===== src/rtl/rgb_led_sched.sv =====
// rgb_led_sched
//   Round-robin scheduler that hands an RGB LED to one of three requesters.
//   A granted requester owns the LED for HOLD_CYCLES cycles with its colour
//   latched at grant time. After each ownership period the LED stays dark for
//   GAP_CYCLES cycles. The owner can give up early by dropping its request.
//
// Parameters
//   HOLD_CYCLES : cycles a granted requester owns the LED (>= 1)
//   GAP_CYCLES  : dark cycles after every ownership period (>= 1)
//
// Ports
//   clk                    : clock, rising edge
//   rst_n                  : asynchronous active-low reset
//   req[2:0]               : level-sensitive ownership request per requester
//   color0/1/2[2:0]        : requested colour {R,G,B} per requester, 1 = on
//   RGB_R, RGB_G, RGB_B    : registered LED drive, 1 = on
//   grant[2:0]             : registered one-hot current owner, 0 when none
//   done[2:0]              : one-cycle pulse on the owner's bit when its hold
//                            period completes without an abort
//   busy                   : high while in HOLD or GAP
module rgb_led_sched #(
  parameter logic [31:0] HOLD_CYCLES = 32'd2000000,
  parameter logic [31:0] GAP_CYCLES  = 32'd200000
) (
  input  logic       clk,
  input  logic       rst_n,
  input  logic [2:0] req,
  input  logic [2:0] color0,
  input  logic [2:0] color1,
  input  logic [2:0] color2,
  output logic       RGB_R,
  output logic       RGB_G,
  output logic       RGB_B,
  output logic [2:0] grant,
  output logic [2:0] done,
  output logic       busy
);

  typedef enum logic [1:0] {
    IDLE,
    HOLD,
    GAP
  } state_t;

  state_t      state;
  logic [31:0] cnt;
  logic [1:0]  owner;
  logic [1:0]  last_owner;

  logic        win_valid;
  logic [1:0]  win_idx;
  logic [2:0]  win_color;
  logic [1:0]  search_start;
  logic [2:0]  search_sum;
  logic [1:0]  cand;
  logic        hold_last;
  logic        gap_last;

  assign hold_last = (cnt == HOLD_CYCLES - 32'd1);
  assign gap_last  = (cnt == GAP_CYCLES - 32'd1);

  // Round-robin pick: scan the three requesters starting just after the
  // previous owner and take the first one that is requesting.
  always_comb begin
    win_valid    = 1'b0;
    win_idx      = 2'd0;
    search_sum   = 3'd0;
    cand         = 2'd0;
    search_start = (last_owner == 2'd2) ? 2'd0 : last_owner + 2'd1;
    for (int i = 0; i < 3; i++) begin
      search_sum = {1'b0, search_start} + 3'(i);
      cand       = (search_sum >= 3'd3) ? 2'(search_sum - 3'd3) : search_sum[1:0];
      if (!win_valid && req[cand]) begin
        win_valid = 1'b1;
        win_idx   = cand;
      end
    end
  end

  always_comb begin
    case (win_idx)
      2'd0:    win_color = color0;
      2'd1:    win_color = color1;
      default: win_color = color2;
    endcase
  end

  // done is only raised when the owner is still requesting on the final hold
  // cycle; a request dropped on that same cycle counts as an abort.
  always_comb begin
    done = 3'b000;
    if (state == HOLD && hold_last && req[owner]) begin
      done = grant;
    end
  end

  // Main FSM. grant and LED drive change together on entry/exit of HOLD so
  // the LED is never lit without a matching owner.
  always_ff @(posedge clk or negedge rst_n) begin
    if (!rst_n) begin
      state      <= IDLE;
      cnt        <= 32'd0;
      owner      <= 2'd0;
      last_owner <= 2'd2;
      grant      <= 3'b000;
      RGB_R      <= 1'b0;
      RGB_G      <= 1'b0;
      RGB_B      <= 1'b0;
      busy       <= 1'b0;
    end else begin
      case (state)
        IDLE: begin
          if (win_valid) begin
            state                 <= HOLD;
            cnt                   <= 32'd0;
            owner                 <= win_idx;
            last_owner            <= win_idx;
            grant                 <= 3'b001 << win_idx;
            {RGB_R, RGB_G, RGB_B} <= win_color;
            busy                  <= 1'b1;
          end
        end
        HOLD: begin
          if (!req[owner] || hold_last) begin
            state                 <= GAP;
            cnt                   <= 32'd0;
            grant                 <= 3'b000;
            {RGB_R, RGB_G, RGB_B} <= 3'b000;
          end else begin
            cnt <= cnt + 32'd1;
          end
        end
        GAP: begin
          if (gap_last) begin
            state <= IDLE;
            cnt   <= 32'd0;
            busy  <= 1'b0;
          end else begin
            cnt <= cnt + 32'd1;
          end
        end
        default: begin
          state                 <= IDLE;
          cnt                   <= 32'd0;
          grant                 <= 3'b000;
          {RGB_R, RGB_G, RGB_B} <= 3'b000;
          busy                  <= 1'b0;
        end
      endcase
    end
  end

endmodule


===== config.mk =====
export PLATFORM = sky130hd
export DESIGN_NAME = rgb_led_sched
export DESIGN_NICKNAME = d
export VERILOG_FILES = /design/src/rtl/rgb_led_sched.sv
export SDC_FILE = /design/constraint.sdc
export NUM_CORES = 1
export LEC_CHECK = 0
export ABC_AREA = 1
export CAP_MARGIN = 10
export CORE_MARGIN = 2
export CORE_UTILIZATION = 64
export CTS_CLUSTER_DIAMETER = 30
export DETAILED_ROUTE_END_ITERATION = 8
export PLACE_DENSITY_LB_ADDON = 0.2
export SETUP_SLACK_MARGIN = 0.5
export SKIP_LAST_GASP = 1
export SLEW_MARGIN = 20
export SYNTH_ARGS = -nofsm -noshare
export SYNTH_HDL_FRONTEND = slang
export SYNTH_SLANG_ARGS = --single-unit

===== constraint.sdc =====
create_clock -name clk -period 3 [get_ports clk]
set_clock_uncertainty 0.1 [all_clocks]
set_input_delay 0.3 -clock clk [delete_from_list [all_inputs] [get_ports clk]]
set_output_delay 0.3 -clock clk [all_outputs]
set_load 0.05 [all_outputs]

==> impl_summary.log, run 1 <==
[metrics] vias in the first global route: 2790
[metrics] layout net count: 529
[metrics] switching part of the total power: 0.208
[metrics] Leak Pwr: 1.69 nW
[metrics] pins over their slew limit: 0
[metrics] fraction of the yosys area taken by sequential cells: 0.350
[metrics] router iterations before antenna repair: 5
[metrics] maximum clock path buffer count: 2
[metrics] sort of element at the end of the critical path: primary output
[metrics] Core ar.: 4720 sq um
[metrics] initial antenna violation count: 0
[metrics] time the worst path needs with I/O delays and setup: 2.35 ns
[metrics] clock buffer count from CTS: 5
[metrics] met2 Track Usage GR: 0.460
[metrics] number of nets in the synthesized netlist: 505
[metrics] met1 track demand over resource: 0.404
[metrics] Synth Register Bits: 44
[metrics] Yosys cell types: 29
[metrics] Critical Path Source Type: flip-flop
[metrics] number of placed instances with taps included: 570
[metrics] antenna diode instance count: 0
[metrics] Final ANT Viol Nets: 0
[metrics] maximum clock frequency: 426 MHz
[metrics] via count of the routed design: 3114
[metrics] DRC violation total after the first TritonRoute iteration: 364
[metrics] chip height: 74.1 microns
[metrics] fraction of final layout cells with drive strength greater than 1: 0.0820
[metrics] final instance count without filler cells: 579
[metrics] wire length per cell: 12.8 microns
[metrics] # hold bufs at CTS: 0
[metrics] reg-to-reg startpoint: cnt[0]
[metrics] outcome: completed
[metrics] met3 Track Usage GR: 0.0420
[metrics] global route total overflow: 0
[metrics] final std cell area, no fill: 3510 sq um
[metrics] Util after Layout: 0.743
[metrics] slew of the pin with the lowest slew margin: 0.553 ns
[metrics] dominant cells by area after synthesis: sky130_fd_sc_hd__dfrtp_1 (34%), sky130_fd_sc_hd__nand2_1 (15%), sky130_fd_sc_hd__nor2_1 (12%)
[metrics] Worst Path Arrival: 1.95 ns
[metrics] Hold Path Origin: RGB_R
[metrics] Overall Global Routing Usage: 0.288
[metrics] Yosys top cell by area: sky130_fd_sc_hd__dfrtp_1
[metrics] area post-placement: 3390 sq um
[metrics] leading cell types in the layout, fill and taps excluded: sky130_fd_sc_hd__nand2_1 (127), sky130_fd_sc_hd__nor2_1 (103), sky130_fd_sc_hd__inv_1 (66), sky130_fd_sc_hd__dfrtp_1 (43), sky130_fd_sc_hd__nand3_1 (41)
[metrics] reg-to-reg setup timing slack: 0.83 ns
[metrics] internal power summed over all cells: 862 uW
[metrics] depth of the worst hold-timing path: 2
[metrics] power density over cell area: 310 nW/um^2
[metrics] weighted congestion reported at the end of routability-driven placement: 0.931
[metrics] setup repair after global routing missed its margin: no
[metrics] total negative slack: 0 ns
[metrics] YS warnings: 0
[metrics] number of cell rows: 25
[metrics] crit path setup slack, layout: 0.653 ns
[metrics] Yosys top cell area share: 0.342
[metrics] Hold Vio Cnt, Final: 0
[metrics] Clk Latency, worst-skew pair: 0.29 ns
[metrics] combined area of all synthesized cells: 3150 sq um
[metrics] source of the critical timing path: cnt[10]
[metrics] CTS clock-pin slew for the worst setup and hold paths: 0.09 ns
[metrics] number of clock sinks: 44
[metrics] H-tree level count: 2
[metrics] Final Hold Slack: 0.399 ns
[metrics] Max-cap violations: 0
[metrics] most common cell after layout, fill and taps aside: sky130_fd_sc_hd__nand2_1
[metrics] post-detailed-routing wire length: 7430 microns
[metrics] Die Outline Area: 5500 sq um
[metrics] Horiz. Die Dim: 74.1 microns
[metrics] worst min-delay path class: flip-flop to flip-flop
[metrics] sum of internal, switching and leakage power: 1.09 mW
[metrics] wire length of the first global-routing pass: 12300 microns
[metrics] Residual DRC: 0
[metrics] CTS resizes: 0
[metrics] portion of total power attributed to combinational logic: 0.046
[metrics] Worst R2R End: cnt[20]
[metrics] HPWL after DPL: 5610 microns
[metrics] final setup vio count: 0
[metrics] highest-utilization routing layer at the global route stage: met2
[metrics] end point of the worst hold path: RGB_R
[metrics] IO Pins: 24
[metrics] Gate Count Post-Synth: 487
[metrics] maximum net fanout on the critical path: 6
[metrics] Reg2Reg Depth: 12
[metrics] part of the total power dissipated in sequential elements: 0.544
[metrics] setup slack after placement: 0.633 ns
[metrics] number of buffers inserted to repair setup after CTS: 0
[metrics] required time of the critical path: 2.60 ns
[metrics] Worst VDD drop: 220 uV
[metrics] net switching component of the power: 227 uW
[metrics] total of buffers placed on input and output ports: 23
[metrics] TritonCTS clock tree: built
[metrics] critical path class: flip-flop to primary output
[metrics] post-synthesis to final-layout area growth: 11.5%
[metrics] clock network fraction of design power: 0.410
[metrics] largest net degree at the start of global routing: 45
[metrics] final period utilization: 0.782
[metrics] Avg Inst Size Synth: 6.47 sq um
[metrics] per-cell via count in the routed design: 5.38
[metrics] initial core utilization: 0.667
[metrics] root buffer cell: sky130_fd_sc_hd__clkbuf_8
[metrics] relative slew slack: 0.631
Yosys cell counts (all sizes together):
library cell / count
a31oi: 2
dfrtp: 43
nand3: 45
nor4: 3
nor3: 9
and3: 1
inv: 71
ha: 4
nor2: 111
nand4: 10
a21oi: 4
nand3b: 2
xnor2: 1
nand2: 135
o21ai: 28
dfstp: 1
xor2: 10
buf: 7
worst max path at each step:
stage / endpoint / slack, ns / cells after the start
global placement: done[0] / 0.74 / 8
CTS: done[0] / 0.65 / 7
finish: done[0] / 0.65 / 7
floorplan: done[0] / 0.90 / 7
detailed placement: RGB_B / 0.63 / 12
global route: done[1] / 0.54 / 8
per-layer routing:
metal / up-vias / part of all wire
li1: 1574 / -
met1: 1396 / 0.44
met2: 133 / 0.48
met3: 11 / 0.068
met4: 0 / 0.015
met5: - / 0
power groups by stage:
stage          clock network [mW]  logic, mW  registers [mW]
2_1_floorplan                   0     0.0169           0.604
3_3_place_gp                    0     0.0485           0.604
3_5_place_dp                    0     0.0494           0.604
4_1_cts                     0.455     0.0497           0.593
5_1_grt                     0.481     0.0571           0.593
6_report                    0.446     0.0503           0.592
sequential cells by signal (all words and copies together) (netlist names):
register	count
RGB_B	1
owner	2
last_owner	1
busy	1
state	2
RGB_R	1
RGB_G	1
grant	3
cnt	32
area by class of cell:
class	instances	area [sq um]
Clock inverter	2	35.0
Tap cell	67	83.8
Sequential cell	44	1100
Timing Repair Buffer	24	230
Multi-Input combinational cell	365	1720
Clock buffer	6	72.6
Fill cell	405	1210
Inverter	71	269
logic make-up (layout without fill, tap and decap cells):
kind of cell,count (synthesis),count (layout),share of synthesized area
buffers and inverters,78,103,0.104
AOI/OAI and AO/OA,34,34,0.0548
xor gates and xnor gates,11,11,0.0306
DFF,44,44,0.350
and+or+nand+nor,316,316,0.444
adders and majority gates,4,4,0.0159
critical path, cell delays in order (launching register included):
cell,delay [ns]
sky130_fd_sc_hd__dfrtp_1,0.48
sky130_fd_sc_hd__inv_1,0.09
sky130_fd_sc_hd__nor4_1,0.26
sky130_fd_sc_hd__nand3_1,0.15
sky130_fd_sc_hd__nor2_1,0.12
sky130_fd_sc_hd__nand3_1,0.16
sky130_fd_sc_hd__nor2_1,0.16
sky130_fd_sc_hd__buf_4,0.22
No activity file was read; power rests on OpenSTA's default activity.
==> inputs of run 2 (changes only) <==
--- a/config.mk
+++ b/config.mk
@@ -8,7 +8,7 @@
 export ABC_AREA = 1
 export CAP_MARGIN = 10
 export CORE_MARGIN = 2
-export CORE_UTILIZATION = 64
+export CORE_UTILIZATION = 53
 export CTS_CLUSTER_DIAMETER = 30
 export DETAILED_ROUTE_END_ITERATION = 8
 export PLACE_DENSITY_LB_ADDON = 0.2
==> constraint.sdc (replaced) <==
create_clock -name clk -period 2.07 [get_ports clk]
set_clock_uncertainty 0.1 [all_clocks]
set_input_delay 0.207 -clock clk [delete_from_list [all_inputs] [get_ports clk]]
set_output_delay 0.207 -clock clk [all_outputs]
set_load 0.05 [all_outputs]
==> impl_summary.log, run 2 (synthesis results as in run 1) <==
[metrics] Final Hold Slack: 0.307 ns (was 0.399 ns)
[metrics] fraction of final layout cells with drive strength greater than 1: 0.423 (was 0.0820)
[metrics] area post-placement: 3690 sq um (was 3390 sq um)
[metrics] CP Cell Sequence: inv_1, nand2_1, nor2_2, nand4_1, nor2_2, nand3_4, nor2_4, buf_12 (was inv_1, nor4_1, nand3_1, nor2_1, nand3_1, nor2_1, buf_4)
[metrics] final period utilization: 1.08
[metrics] worst min-delay path class: input pin to async pin (was flip-flop to flip-flop)
[metrics] post-detailed-routing wire length: 14000 microns (was 7430 microns)
[metrics] wire length of the first global-routing pass: 16200 microns (was 12300 microns)
[metrics] weighted congestion reported at the end of routability-driven placement: 0.922 (was 0.931)
[metrics] pins over their slew limit: 0 (unchanged)
[metrics] Most common cell on crit path: sky130_fd_sc_hd__nor2_2
[metrics] outcome: finished, violations left (was completed)
[metrics] Overall Global Routing Usage: 0.323 (was 0.288)
[metrics] setup repair after global routing missed its margin: yes (was no)
[metrics] maximum clock path buffer count: 2 (unchanged)
[metrics] initial core utilization: 0.542 (was 0.667)
[metrics] slew of the pin with the lowest slew margin: 0.574 ns (was 0.553 ns)
[metrics] violations in the final reports: negative setup slack
[metrics] post-synthesis to final-layout area growth: 56.1% (was 11.5%)
[metrics] Worst Path Arrival: 1.93 ns (was 1.95 ns)
[metrics] Residual DRC: 0 (unchanged)
[metrics] Leak Pwr: 2.19 nW (was 1.69 nW)
[metrics] required time of the critical path: 1.76 ns (was 2.60 ns)
[metrics] total of buffers placed on input and output ports: 23 (unchanged)
[metrics] Largest register FFs: 32 (unchanged)
[metrics] highest-delay cell along the critical path: sky130_fd_sc_hd__dfrtp_1 (unchanged)
[metrics] DRC violation total after the first TritonRoute iteration: 529 (was 364)
[metrics] root buffer cell: sky130_fd_sc_hd__clkbuf_8 (unchanged)
[metrics] sum of internal, switching and leakage power: 1.57 mW (was 1.09 mW)
[metrics] antenna diode instance count: 0 (unchanged)
[metrics] largest net degree at the start of global routing: 24 (was 45)
[metrics] initial antenna violation count: 0 (unchanged)
[metrics] register with the highest flop count: cnt (unchanged)
[metrics] clock buffer count from CTS: 5 (unchanged)
[metrics] registers with the most flip-flops: cnt x32, grant x3 (unchanged)
[metrics] sort of element at the end of the critical path: primary output (unchanged)
[metrics] number of placed instances with taps included: 599 (was 570)
[metrics] relative slew slack: 0.617 (was 0.631)
[metrics] CTS clock-pin slew for the worst setup and hold paths: 0.10 ns (was 0.09 ns)
[metrics] worst stage delay on the critical path: 0.45 ns (was 0.48 ns)
[metrics] H-tree level count: 2 (unchanged)
[metrics] time the worst path needs with I/O delays and setup: 2.23 ns
[metrics] most common cell after layout, fill and taps aside: sky130_fd_sc_hd__nand2_1 (unchanged)
[metrics] vias in the first global route: 3478 (was 2790)
[metrics] number of cell rows: 28 (was 25)
[metrics] Crit path max-delay family: simple AND/OR/NAND/NOR gates (unchanged)
[metrics] Hold Vio Cnt, Final: 0 (unchanged)
[metrics] router iterations before antenna repair: 7 (was 5)
[metrics] number of clock sinks: 44 (unchanged)
[metrics] Critical Path Source Type: flip-flop (unchanged)
[metrics] crit path setup slack, layout: -0.162 ns (was 0.653 ns)
[metrics] IO Pins: 24 (unchanged)
[metrics] final instance count without filler cells: 654 (was 579)
[metrics] final std cell area, no fill: 4910 sq um (was 3510 sq um)
[metrics] HPWL after DPL: 5940 microns (was 5610 microns)
[metrics] Horiz. Die Dim: 81.1 microns (was 74.1 microns)
[metrics] per-cell via count in the routed design: 6.32 (was 5.38)
[metrics] Core ar.: 5820 sq um (was 4720 sq um)
[metrics] buffers plus inverters on the worst setup path: 2 (unchanged)
[metrics] global route total overflow: 0 (unchanged)
[metrics] maximum clock frequency: 448 MHz
[metrics] layout net count: 596 (was 529)
[metrics] critical path class: flip-flop to primary output (unchanged)
[metrics] leading cell types in the layout, fill and taps excluded: sky130_fd_sc_hd__nand2_1 (90), sky130_fd_sc_hd__nor2_1 (68), sky130_fd_sc_hd__inv_1 (53), sky130_fd_sc_hd__buf_4 (42), sky130_fd_sc_hd__dfrtp_1 (31) (was sky130_fd_sc_hd__nand2_1 (127), sky130_fd_sc_hd__nor2_1 (103), sky130_fd_sc_hd__inv_1 (66), sky130_fd_sc_hd__dfrtp_1 (43), sky130_fd_sc_hd__nand3_1 (41))
[metrics] TritonCTS clock tree: built (unchanged)
[metrics] chip height: 81.1 microns (was 74.1 microns)
[metrics] wire length per cell: 21.4 microns (was 12.8 microns)
[metrics] Die Outline Area: 6570 sq um (was 5500 sq um)
[metrics] Worst VDD drop: 351 uV (was 220 uV)
[metrics] power density over cell area: 320 nW/um^2 (was 310 nW/um^2)
[metrics] maximum net fanout on the critical path: 4 (was 6)
[metrics] Clk Latency, worst-skew pair: 0.32 ns (was 0.29 ns)
[metrics] Max-cap violations: 0 (unchanged)
[metrics] via count of the routed design: 4136 (was 3114)
[metrics] final setup vio count: 23 (was 0)
[metrics] Final ANT Viol Nets: 0 (unchanged)
## run 2: changes by cell type in the layout (fill, tap and decap cells not counted), moves of 13 or more
cell	change
sky130_fd_sc_hd__buf_4	+38
sky130_fd_sc_hd__nand2_1	-37
sky130_fd_sc_hd__inv_1	-13
sky130_fd_sc_hd__nand3_1	-17
sky130_fd_sc_hd__o21ai_0	-16
sky130_fd_sc_hd__nor2_4	+22
sky130_fd_sc_hd__nand2_4	+16
sky130_fd_sc_hd__nor2_2	+13
sky130_fd_sc_hd__nor2_1	-35
sky130_fd_sc_hd__nand2_2	+20
## run 2: path summary, 6_finish.rpt
kind / start / slack [ns] / to / cells past startpoint
min in group clk: RGB_R / 0.39 / RGB_R / 2
min: rst_n / 0.31 / cnt[5] / 2
min reg2reg: RGB_R / 0.39 / RGB_R / 2
max in group asynchronous: rst_n / 0.94 / last_owner[1] / 3
max reg2reg: last_owner[1] / -0.09 / cnt[8] / 10
max: cnt[28] / -0.16 / done[0] / 8
## run 2: per-layer routing
metal,part of all wire,vias up,track usage
met1,0.35,1928,0.375
met4,0.076,0,0.154
met5,0,-,0
li1,-,1709,-
met2,0.47,369,0.568
met3,0.11,130,0.0633
## run 2: where the power goes
| part | switching (mW) | internal, mW | total (mW) |
|---|---|---|---|
| logic | 0.0637 | 0.0463 | 0.110 |
| registers | 0 | 0.859 | 0.859 |
| clock network | 0.335 | 0.268 | 0.603 |
## run 2: final cells by class
type                            instances  area, sq um
Clock buffer                            6         82.6
Clock inverter                          2         10.0
Tap cell                               75         93.8
Fill cell                             284          901
Multi-Input combinational cell        367         2420
Inverter                               71          284
Timing Repair inverter                  3         33.8
Sequential cell                        44         1120
Timing Repair Buffer                   86          877
## run 2: worst reg2reg max path: cells and delay by family (launching register included)
family / cells / cell delay (ns)
and+or+nand+nor: 6 / 0.82
DFF: 1 / 0.69
buffers and inverters: 3 / 0.39
AOI/OAI and AO/OA: 1 / 0.07
## run 2: timing repair
action	in CTS	in global routing
pin swaps	48	37
gates resized for setup	120	103
hold endpoints to repair	21	0
buffers inserted	28	11
gates cloned	7	0
hold buffers	1	0
setup endpoints to repair	54	47
## run 2: through the flow
stage | worst slack, ns | setup TNS [ns] | util
after floorplan | 0.333 | 0 | -
after global placement | -0.0203 | -0.0597 | 0.634
after detailed placement | -0.0692 | -0.368 | 0.634
after CTS | 0.0351 | 0 | 0.767
after global routing | -0.190 | -2.76 | 0.845
final | -0.162 | -1.38 | 0.845
